### config.mk
export PLATFORM = sky130hd
export DESIGN_NAME = aes_tur_denetleyici
export DESIGN_NICKNAME = d
export VERILOG_FILES = /design/src/rtl/aes_tur_denetleyici.sv
export SDC_FILE = /design/constraint.sdc
export NUM_CORES = 1
export LEC_CHECK = 0
export ABC_AREA = 1
export CAP_MARGIN = 0
export CORE_AREA = 2 2 349 351
export DETAILED_ROUTE_END_ITERATION = 12
export DIE_AREA = 0 0 351 353
export HOLD_SLACK_MARGIN = 0.1
export PLACE_DENSITY = 0.46
export SETUP_SLACK_MARGIN = 0.1
export SLEW_MARGIN = 20
export SYNTH_ARGS = -nofsm -noshare
export SYNTH_HDL_FRONTEND = slang
export SYNTH_SLANG_ARGS = --single-unit
### constraint.sdc
create_clock -name clk -period 1.2 [get_ports clk]
set_input_delay 0.12 -clock clk [delete_from_list [all_inputs] [get_ports clk]]
set_output_delay 0.12 -clock clk [all_outputs]
set_load 0.05 [all_outputs]
### src/rtl/aes_tur_denetleyici.sv
// ============================================================================
// Module      : aes_tur_denetleyici
// Description : Iterative AES round sequencer that drives one shared round
//               unit through TUR_SAYISI rounds per block, with input and
//               output valid/ready handshakes. Define TAMAMLANAN_SAYAC_EN to
//               add the 16-bit completed-transfer counter port.
// Revision    : 1.0 - initial release
// ============================================================================
`default_nettype none

module aes_tur_denetleyici #(
    parameter int GENISLIK    = 128,
    parameter int TUR_SAYISI  = 10,
    parameter int TUR_GECIKME = 1
) (
    input  logic                clk,
    input  logic                rst,
    input  logic [GENISLIK-1:0] blok,
    input  logic [GENISLIK-1:0] anahtar,
    input  logic                g_gecerli,
    output logic                hazir,
    output logic [GENISLIK-1:0] sifre,
    output logic                c_gecerli,
    input  logic                c_hazir,
    output logic                tur_gecerli,
    output logic [3:0]          tur_j,
    output logic [GENISLIK-1:0] tur_blok,
    output logic [GENISLIK-1:0] tur_anahtar,
    input  logic [GENISLIK-1:0] tur_sifre,
    input  logic [GENISLIK-1:0] tur_anahtari
`ifdef TAMAMLANAN_SAYAC_EN
    ,
    output logic [15:0]         tamamlanan
`endif
);

    localparam int BEKLE_W = (TUR_GECIKME > 1) ? $clog2(TUR_GECIKME) : 1;

    localparam logic [1:0] BOSTA = 2'd0;
    localparam logic [1:0] ISLE  = 2'd1;
    localparam logic [1:0] CIKIS = 2'd2;

    localparam logic [BEKLE_W-1:0] BEKLE_SON = BEKLE_W'(TUR_GECIKME - 1);
    localparam logic [3:0]         TUR_SON   = 4'(TUR_SAYISI - 1);

    logic [1:0]          state_q,       state_d;
    logic [3:0]          tur_j_q,       tur_j_d;
    logic [BEKLE_W-1:0]  bekle_q,       bekle_d;
    logic [GENISLIK-1:0] tur_blok_q,    tur_blok_d;
    logic [GENISLIK-1:0] tur_anahtar_q, tur_anahtar_d;
    logic [GENISLIK-1:0] sifre_q,       sifre_d;
`ifdef TAMAMLANAN_SAYAC_EN
    logic [15:0]         tamamlanan_q,  tamamlanan_d;
`endif

    always_ff @(posedge clk) begin : p_durum
        if (!rst) begin
            state_q       <= BOSTA;
            tur_j_q       <= '0;
            bekle_q       <= '0;
            tur_blok_q    <= '0;
            tur_anahtar_q <= '0;
            sifre_q       <= '0;
`ifdef TAMAMLANAN_SAYAC_EN
            tamamlanan_q  <= '0;
`endif
        end else begin
            state_q       <= state_d;
            tur_j_q       <= tur_j_d;
            bekle_q       <= bekle_d;
            tur_blok_q    <= tur_blok_d;
            tur_anahtar_q <= tur_anahtar_d;
            sifre_q       <= sifre_d;
`ifdef TAMAMLANAN_SAYAC_EN
            tamamlanan_q  <= tamamlanan_d;
`endif
        end
    end

    always_comb begin : p_sonraki
        state_d       = state_q;
        tur_j_d       = tur_j_q;
        bekle_d       = bekle_q;
        tur_blok_d    = tur_blok_q;
        tur_anahtar_d = tur_anahtar_q;
        sifre_d       = sifre_q;
        case (state_q)
            BOSTA: begin
                if (g_gecerli) begin
                    tur_blok_d    = blok;
                    tur_anahtar_d = anahtar;
                    tur_j_d       = '0;
                    bekle_d       = '0;
                    state_d       = ISLE;
                end
            end
            ISLE: begin
                // Round outputs are only trusted once the unit has had TUR_GECIKME cycles
                if (bekle_q == BEKLE_SON) begin
                    tur_blok_d    = tur_sifre;
                    tur_anahtar_d = tur_anahtari;
                    bekle_d       = '0;
                    if (tur_j_q == TUR_SON) begin
                        sifre_d = tur_sifre;
                        state_d = CIKIS;
                    end else begin
                        tur_j_d = tur_j_q + 4'd1;
                    end
                end else begin
                    bekle_d = bekle_q + 1'b1;
                end
            end
            CIKIS: begin
                if (c_hazir) begin
                    state_d = BOSTA;
                end
            end
            default: begin
                state_d = BOSTA;
            end
        endcase
    end

`ifdef TAMAMLANAN_SAYAC_EN
    always_comb begin : p_sayac
        tamamlanan_d = tamamlanan_q;
        if ((state_q == CIKIS) && c_hazir) begin
            tamamlanan_d = tamamlanan_q + 16'd1;
        end
    end

    assign tamamlanan = tamamlanan_q;
`endif

    always_comb begin : p_cikis
        hazir       = (state_q == BOSTA);
        c_gecerli   = (state_q == CIKIS);
        tur_gecerli = (state_q == ISLE);
    end

    assign sifre       = sifre_q;
    assign tur_j       = tur_j_q;
    assign tur_blok    = tur_blok_q;
    assign tur_anahtar = tur_anahtar_q;

endmodule

`default_nettype wire

==> impl_metrics.json, run 1 <==
{
  "hold_path.class": "primary input to flop",
  "async_reset_ff_share_pct": 0,
  "worstSetupStartpointType": "flop",
  "leakage_nw": 16.3,
  "swShare_pct": 34.2,
  "synthFlopType": "dfxtp_1",
  "clk_path_buf_depth": 3,
  "post-route-period-util_pct": 143,
  "fin_crit_ps": 1720,
  "setup_viol": 781,
  "ys_top_cells_by_area": "dfxtp_1 (47%), nand2_1 (18%), nor2_1 (17%)",
  "globalplace.congestion": 0.871,
  "instances_no_fill": 5321,
  "synthAdderAreaFrac_pct": 0.150,
  "syn_to_final_growth_pct": 128,
  "drive_gt1_share_pct": 26.0,
  "final_hold_viol_count": 0,
  "cp.buffers_inverters": 3,
  "drv_cap": 0,
  "violations": "negative setup slack",
  "synth_edf_count": 0,
  "relSlewSlack_pct": 75.1,
  "synth_common_cells": "nand2_1 (779), nor2_1 (775), dfxtp_1 (390)",
  "switchingPower_mw": 16.9,
  "yosysWarnings": 0,
  "vias": 20600,
  "synth-seq-cells": 390,
  "io_pins": 907,
  "yosysSeqAreaShare_pct": 46.7,
  "num-fill-cells": 12600,
  "clock_latency_ps": 620,
  "pwr-share-comb_pct": 36.0,
  "dp_cells": 5074,
  "cts_root_buf": "clkbuf_16",
  "power_frac_clock_pct": 33.1,
  "synth_top_family_by_area": "simple AND/OR/NAND/NOR gates",
  "seq_area_um2": 7820,
  "synth_most_common_cell": "nand2_1",
  "place_ws_ps": -463,
  "synthSimpleGateAreaFrac_pct": 35.4,
  "grt_pass1_wl_um": 148000,
  "syn_area_per_cell_um2": 6.56,
  "netlist.area_leader.share_pct": 46.7,
  "die_y_um": 353,
  "dieArea_um2": 124000,
  "syn_inst": 2544,
  "cts_tree": "yes",
  "rsz0062_at_grt": "true",
  "critPathArrivalTime_ps": 2230,
  "start_util_pct": 13.8,
  "fin_skew_ps": 19.2,
  "fin_ws_ps": -519,
  "syn_area_um2": 16700,
  "core-area_um2": 121000,
  "crit_type": "flop to flop",
  "place_hpwl_um": 79100,
  "cts_buffers": 53,
  "synth_fp_nets": 3062,
  "crit_chain": "nand2_8, buf_6, buf_12, buf_16, nand2_1, nand2_1, nor2_1, nor2_1",
  "grt_usage_pct": 16.4,
  "multiInputGateArea_um2": 8640,
  "grt_overflow": 0,
  "tightest_slew_ps": 373,
  "outcome": "complete, but fails checks",
  "route.detailed.drc": 0,
  "endpoint_kind": "flop",
  "row_count": 128,
  "fmax_mhz": 582,
  "drt_iter0_markers": 1103,
  "grt_pass1_vias": 20400,
  "powerDensity_nw_per_um2": 1300,
  "drt-total-wl_um": 110000,
  "placed_area_um2": 32900,
  "crit_fanout": 13,
  "post-synth-top-area-cell": "dfxtp_1",
  "nNetsFinal": 4166,
  "grt_max_degree": 46,
  "port_buffers": 906,
  "crit_slowest_cell": "dfxtp_4",
  "synth_xor_area_share_pct": 0,
  "synth_compound_area_share_pct": 11.6,
  "p_int_mw": 32.5,
  "wl_per_cell_um": 20.8,
  "dr.pass1.iters": 5,
  "p_seq_share_pct": 30.8,
  "via_per_inst": 3.88,
  "final_cell_area_um2": 38100,
  "die-width_um": 351,
  "slew_violations": 0,
  "antenna_found_initial": 20,
  "worst_path_largest_cell_delay_ps": 400,
  "crit_family": "simple AND/OR/NAND/NOR gates",
  "muxShareOfSynthArea_pct": 0,
  "peakVddDrop_mv": 0.851,
  "critPathRequiredTime_ps": 1710,
  "synth.distinct_cells": 22,
  "path_clk_slew_ps": 60,
  "htreeDepth": 2,
  "clock_sinks": 390,
  "antenna_left": 0
}
## placed cells by master (no fill, tap or decap), types with 2 or more instances in the layout
master,instances
a21oi_1,3
buf_12,451
buf_16,33
buf_4,124
buf_6,27
buf_8,6
bufbuf_16,6
bufinv_16,4
clkbuf_1,14
clkbuf_16,81
clkbuf_8,10
clkdlybuf4s50_1,514
clkinv_16,2
clkinv_2,12
clkinv_4,2
dfxtp_1,384
dfxtp_2,3
dfxtp_4,3
diode_2,5
dlygate4sd3_1,43
ha_1,2
inv_1,11
nand2_1,740
nand2_2,28
nand2_4,12
nand2_8,2
nand3_1,6
nor2_1,705
nor2_2,54
nor2_4,17
o21ai_0,210
o21ai_1,97
o21ai_2,75
o21ai_4,3
## routing by layer
metal	vias to the layer above	share of wire, %	track usage, %	wire, um
li1	10200	-	-	-
met1	9538	42	19.8	46200
met2	741	48	28.0	52700
met3	141	7.9	5.29	8770
met4	16	2.4	3.76	2700
met5	-	0.093	0	103
## power groups by stage
| stage | Sequential, mW | Clock (mW) | Combinational, mW |
|---|---|---|---|
| floorplan | 18.5 | 0 | 3.46 |
| global placement | 15.4 | 0 | 15.9 |
| detailed placement | 15.4 | 0 | 15.9 |
| CTS | 15.2 | 17.0 | 16.9 |
| global route | 15.4 | 17.5 | 18.7 |
| finish | 15.3 | 16.4 | 17.8 |
## sequential cells by signal, summed over array words and instances (netlist names)
register / cells
tur_blok: 128
sifre: 128
tur_anahtar: 128
state_q: 2
tur_j: 4
## cell type report
cell class / count / area share (%)
inverter: 15 / 0.325
multi-input combinational: 1956 / 22.7
timing repair buffer: 1231 / 46.5
tap: 1625 / 5.33
sequential: 390 / 20.5
antenna: 5 / 0.0328
timing repair inverter: 1 / 0.0525
clock inverter: 20 / 0.581
clock buffer: 78 / 4.04
## worst paths after layout
path	startpoint	endpoint	slack, ps	cells after the start
worst max register to register	state_q[0]	tur_blok[6]	-520	8
worst max-delay path	state_q[0]	tur_blok[6]	-520	8
worst min register to register	sifre[50]	sifre[50]	520	2
worst min-delay path	tur_sifre[80]	sifre[80]	150	3
## what timing repair did
| item | in CTS | in global routing |
|---|---|---|
| pin swaps | 1 | 35 |
| setup buffers | 23 | 19 |
| hold endpoints to repair | 111 | 0 |
| resized for setup | 220 | 270 |
| setup endpoints to repair | 781 | 781 |
| hold buffers | 43 | 0 |
| gates cloned | 28 | 34 |
## logic make-up after synthesis
group           after synthesis
fa+ha+maj                     2
buf+inv                     198
compound gates              388
flops                       390
simple gates               1566
## per-stage QoR
step / TNS (ps) / power (mW) / util [%] / hold WS, ps
after floorplan: -88180 / 22.0 / - / 284
final: -186750 / 49.5 / 31.6 / 151
after global placement: -133810 / 31.3 / 27.3 / 393
after detailed placement: -137290 / 31.3 / 27.3 / 400
after global routing: -250330 / 51.6 / 31.6 / 117
after CTS: -234780 / 49.0 / 30.3 / 100
## tightest hold or removal path, stage by stage
cell,delay [ps]
clkdlybuf4s50_1,430
o21ai_1,130
nor2_1,40
Note: power is estimated with default switching activity, not from simulation.
==> run 2, diff against run 1 <==
- MAX_ROUTING_LAYER: not set -> met4
- SLEW_MARGIN: 20 -> 0
==> run 2 against run 1 <==
The run still ends with negative setup slack left. Via count is 0.30% lower. Routed wire length is 0.50% lower. Cell count is 0.11% higher. Non-clock buffer count is 4 lower. Combinational power hardly changed. Maximum frequency is 0.98% higher. Critical path type unchanged. Critical endpoint unchanged. Largest power group unchanged.
==> impl_metrics.json, run 2 (synthesis gave the netlist of run 1 again) <==
{
  "outcome": "complete, but fails checks",
  "violations": "negative setup slack",
  "r2r-start": "state_q[0]",
  "powerDensity_nw_per_um2": 1300,
  "hold_path.class": "primary input to flop",
  "cts_root_buf": "clkbuf_16",
  "wl_per_cell_um": 20.6,
  "rsz0062_at_grt": "true",
  "cts_tree": "yes",
  "route.detailed.drc": 0,
  "die-width_um": 351,
  "multiInputGateArea_um2": 8620,
  "post-route-period-util_pct": 142,
  "port_buffers": 906,
  "clock_latency_ps": 620,
  "globalplace.congestion": 0.885,
  "drt_iter0_markers": 1050,
  "fin_skew_ps": 18.7,
  "fin_ws_ps": -503,
  "critPathArrivalTime_ps": 2210,
  "peakVddDrop_mv": 0.850,
  "grt_max_degree": 46,
  "whs_path_depth": 3,
  "core-area_um2": 121000,
  "crit_fanout": 12,
  "clk_path_buf_depth": 3,
  "setup_tns_ps": -186610,
  "drive_gt1_share_pct": 25.9,
  "drt-total-wl_um": 110000,
  "fin_crit_ps": 1700,
  "clock_sinks": 390,
  "min_from": "tur_sifre[117]",
  "mostFrequentLayoutCells": "nand2_1 (742), nor2_1 (705), clkdlybuf4s50_1 (514), buf_12 (451), dfxtp_1 (384)",
  "drv_cap": 0,
  "vias": 20600,
  "totalPowerFinal_mw": 49.4,
  "start_util_pct": 13.8,
  "final_cell_area_um2": 38000,
  "slew_violations": 0,
  "worstSetupStartpointType": "flop",
  "grt_pass1_wl_um": 148000,
  "cts_buffers": 53,
  "fmax_mhz": 587,
  "placed_area_um2": 32900,
  "min_to": "sifre[117]",
  "leakage_nw": 16.2,
  "dr.pass1.iters": 5,
  "num-fill-cells": 12600,
  "path_clk_slew_ps": 60,
  "grt_usage_pct": 16.9,
  "place_hpwl_um": 79100,
  "seq_area_um2": 7820,
  "die_y_um": 353,
  "critPathRequiredTime_ps": 1710,
  "antenna_left": 0,
  "tightest_slew_ps": 347,
  "setup_viol": 781,
  "htreeDepth": 2,
  "rr_worst_depth": 8,
  "nNetsFinal": 4162,
  "antenna_found_initial": 21,
  "final_hold_viol_count": 0,
  "syn_to_final_growth_pct": 128,
  "crit_type": "flop to flop",
  "io_pins": 907,
  "dieArea_um2": 124000,
  "grt_pass1_vias": 20500,
  "rr_endpoint": "tur_blok[6]",
  "endpoint_kind": "flop",
  "row_count": 128,
  "relSlewSlack_pct": 76.8,
  "grt_overflow": 0,
  "place_ws_ps": -463,
  "mostFrequentLayoutCell": "nand2_1",
  "via_per_inst": 3.86,
  "rrSetupSlack_ps": -500
}
## run 2: critical path, stage by stage, from the launching register on
cell and delay, ps:
dfxtp_4 400, nand2_8 90, buf_6 130, buf_12 140
buf_16 160, nand2_1 310, nand2_1 90, nor2_1 140
nor2_1 60
## run 2: metrics by stage
stage | hold slack [ps] | cells | util (%)
floorplan | 284 | 2544 | -
global placement | 393 | 5074 | 27.3
detailed placement | 400 | 5074 | 27.3
CTS | 100 | 5266 | 30.3
global route | 118 | 5325 | 31.5
finish | 150 | 5327 | 31.5
## run 2: worst max-delay path by stage
stage | slack [ps] | cells after the start | to | startpoint
final | -500 | 8 | tur_blok[6] | state_q[0]
after global placement | -450 | 8 | sifre[122] | state_q[1]
after floorplan | -240 | 8 | tur_anahtar[0] | state_q[0]
after global routing | -580 | 6 | tur_gecerli | state_q[1]
after CTS | -570 | 6 | tur_gecerli | state_q[1]
after detailed placement | -460 | 7 | tur_anahtar[89] | g_gecerli
## run 2: repair_timing
action	CTS	global route
setup buffers	23	19
gates resized for setup	220	264
endpoints found under the hold margin	111	0
gates cloned	28	30
hold buffers	43	0
pin swaps	1	26
endpoints found under the setup margin	781	781
## run 2: cell type report
cell class / instances / area share (%)
inverter: 15 / 0.326
antenna: 15 / 0.0987
clock inverter: 20 / 0.582
tap: 1625 / 5.35
clock buffer: 78 / 4.05
timing repair inverter: 1 / 0.0526
sequential: 390 / 20.6
timing repair buffer: 1227 / 46.3
multi-input combinational: 1956 / 22.7
## run 2: power breakdown
| group | switching [mW] | total, mW | internal, mW |
|---|---|---|---|
| Sequential | 1.21 | 15.3 | 14.0 |
| Combinational | 9.03 | 17.7 | 8.70 |
| Clock | 6.65 | 16.4 | 9.72 |
| Total | 16.9 | 49.4 | 32.5 |
## run 2: routing by layer
metal,global-route usage (%),wire length (um),vias up
li1,-,-,10200
met1,19.8,45700,9531
met2,28.1,52500,708
met3,5.30,9040,125
met4,3.71,2610,0
met5,-,0,-
==> run 3, diff against run 2 <==
- CORE_AREA: 2 2 349 351 -> 2 2 351 353
- DIE_AREA: 0 0 351 353 -> 0 0 353 355
- DONT_BUFFER_PORTS: not set -> 1
- PLACE_DENSITY: 0.46 -> 0.36
==> run 3 against run 2 <==
Critical path depth rose by 2. The run ends with negative hold slack, negative setup slack left. Die area is 1.1% higher. Global-route usage fell by 1.6 points. Hold slack worse by 500 ps. Largest cell class unchanged. Highest routed layer unchanged. Critical endpoint is now tur_blok[45]. Clock-buffer cell count fell by 5. Worst setup slack worse by 23 ps. Sequential power fell by 5%. Combinational power down 23%. Routed wire length fell by 8.4%. Maximum frequency down 1.3%. Sequential cell count did not move.
==> impl_metrics.json, run 3 (synthesis gave the netlist of run 1 again) <==
{
  "globalplace.congestion": 0.852,
  "totalPowerFinal_mw": 43.8,
  "tightest_slew_ps": 1200,
  "endpoint_kind": "flop",
  "num-fill-cells": 13500,
  "final_hold_viol_count": 224,
  "place_hpwl_um": 68900,
  "fin_crit_ps": 1730,
  "worstSetupStartpointType": "flop",
  "grt_usage_pct": 15.2,
  "clock_sinks": 390,
  "path_clk_slew_ps": 60,
  "drt_iter0_markers": 1076,
  "antenna_found_initial": 29,
  "wl_per_cell_um": 19.9,
  "multiInputGateArea_um2": 8220,
  "mostFrequentLayoutCell": "nand2_1",
  "crit_type": "flop to flop",
  "nNetsFinal": 3908,
  "grt_overflow": 0,
  "port_buffers": 0,
  "seq_area_um2": 7830,
  "worst_path_largest_cell_delay_ps": 330,
  "grt_pass1_vias": 19100,
  "drive_gt1_share_pct": 22.6,
  "fmax_mhz": 580,
  "cts_root_buf": "clkbuf_16",
  "die-width_um": 353,
  "cts_tree": "yes",
  "outcome": "complete, but fails checks",
  "crit_family": "buffers and inverters",
  "drt-total-wl_um": 101000,
  "setup_viol": 781,
  "rsz0062_at_grt": "true",
  "relSlewSlack_pct": 20.0,
  "crit_fanout": 12,
  "vias": 19600,
  "peakVddDrop_mv": 0.873,
  "io_pins": 907,
  "drv_cap": 0,
  "fin_skew_ps": 18.5,
  "clock_latency_ps": 630,
  "powerDensity_nw_per_um2": 1470,
  "antenna_left": 0,
  "post-route-period-util_pct": 144,
  "dr.pass1.iters": 5,
  "core-area_um2": 121000,
  "crit_chain": "buf_4, nor2_4, nand2_4, nand2_8, buf_12, buf_16, buf_12, clkbuf_16, o21ai_0, nor2_1",
  "fin_ws_ps": -525,
  "slew_violations": 0,
  "die_y_um": 355,
  "dieArea_um2": 125000,
  "start_util_pct": 13.8,
  "crit_path_frequent_cell": "buf_12",
  "cp.buffers_inverters": 5,
  "critPathRequiredTime_ps": 1760,
  "critPathArrivalTime_ps": 2280,
  "mostFrequentLayoutCells": "nand2_1 (778), nor2_1 (735), buf_4 (479), dfxtp_1 (383), dlygate4sd3_1 (381)",
  "grt_max_degree": 388,
  "via_per_inst": 3.87,
  "hold_slack_ps": -352,
  "leakage_nw": 13.6,
  "row_count": 128,
  "violations": "negative hold slack, negative setup slack",
  "cts_buffers": 51,
  "hold_path.class": "primary input to flop",
  "route.detailed.drc": 0,
  "syn_to_final_growth_pct": 78.3,
  "crit_slowest_cell": "dfxtp_2",
  "grt_pass1_wl_um": 137000,
  "htreeDepth": 2,
  "clk_path_buf_depth": 3
}
run 3: cell types whose count changed in the layout (fill, tap and decap cells not counted), sizes merged:
cell / previous run / this run
clkinv: 17 / 14
clkdlybuf4s50: 514 / 0
buf: 641 / 574
clkbuf: 101 / 88
bufinv: 4 / 3
inv: 14 / 16
dlygate4sd3: 43 / 381
run 3: final timing paths:
path                   from           end  slack [ps]  cells after the start
max              state_q[1]  tur_blok[45]        -530                     10
min          tur_sifre[106]    sifre[106]        -350                      2
max reg2reg      state_q[1]  tur_blok[45]        -530                     10
min reg2reg       sifre[87]     sifre[87]         480                      2
run 3: final cells by class:
| cell class | count | share of cell area, % |
|---|---|---|
| multi-input cells | 1956 | 27.6 |
| diodes | 15 | 0.126 |
| clock inverters | 19 | 0.660 |
| repair buffers | 976 | 33.2 |
| flip-flops and latches | 390 | 26.3 |
| clock buffers | 73 | 4.94 |
| well taps | 1625 | 6.83 |
| inverters | 15 | 0.336 |
run 3: routing by layer:
metal | wire length, um | share of wire, % | track usage, % | up-vias
li1 | - | - | - | 9685
met2 | 49600 | 49 | 26.0 | 772
met3 | 6590 | 6.5 | 3.95 | 152
met4 | 3120 | 3.1 | 5.02 | 0
met5 | 0 | 0 | - | -
met1 | 41400 | 41 | 17.4 | 9021
run 3: metrics by stage:
step	TNS [ps]	util (%)	std cells	setup slack [ps]	area (um^2)
after floorplan	-88180	-	2544	-243	16900
after global placement	-114460	18.3	4507	-446	22200
after detailed placement	-122380	18.3	4507	-426	22200
after CTS	-231670	23.0	4935	-550	28000
after global routing	-233680	24.5	5067	-547	29800
final	-181600	24.5	5069	-525	29800
run 3: where the power goes:
part	leakage [nW]	switching [mW]	total, mW	internal, mW
combinational	9.52	8.51	13.6	5.04
sequential	3.21	0.584	14.6	14.0
clock	0.826	6.51	15.7	9.14
total	13.6	15.6	43.8	28.2
run 3: timing repair:
item                                    CTS  global route
pin swaps                                15            25
buffers inserted                         32            11
hold endpoints to repair                390           386
hold buffers                            287            94
gates cloned                             18            15
endpoints found under the setup margin  781           781
gates resized for setup                 109           201
run 3: worst reg2reg max path, cell delays in order, from the launching register on:
cell and delay [ps]:
dfxtp_2 330, buf_4 140, nor2_4 130, nand2_4 80, nand2_8 110, buf_12 150, buf_16 190, buf_12 130
clkbuf_16 150, o21ai_0 80, nor2_1 160
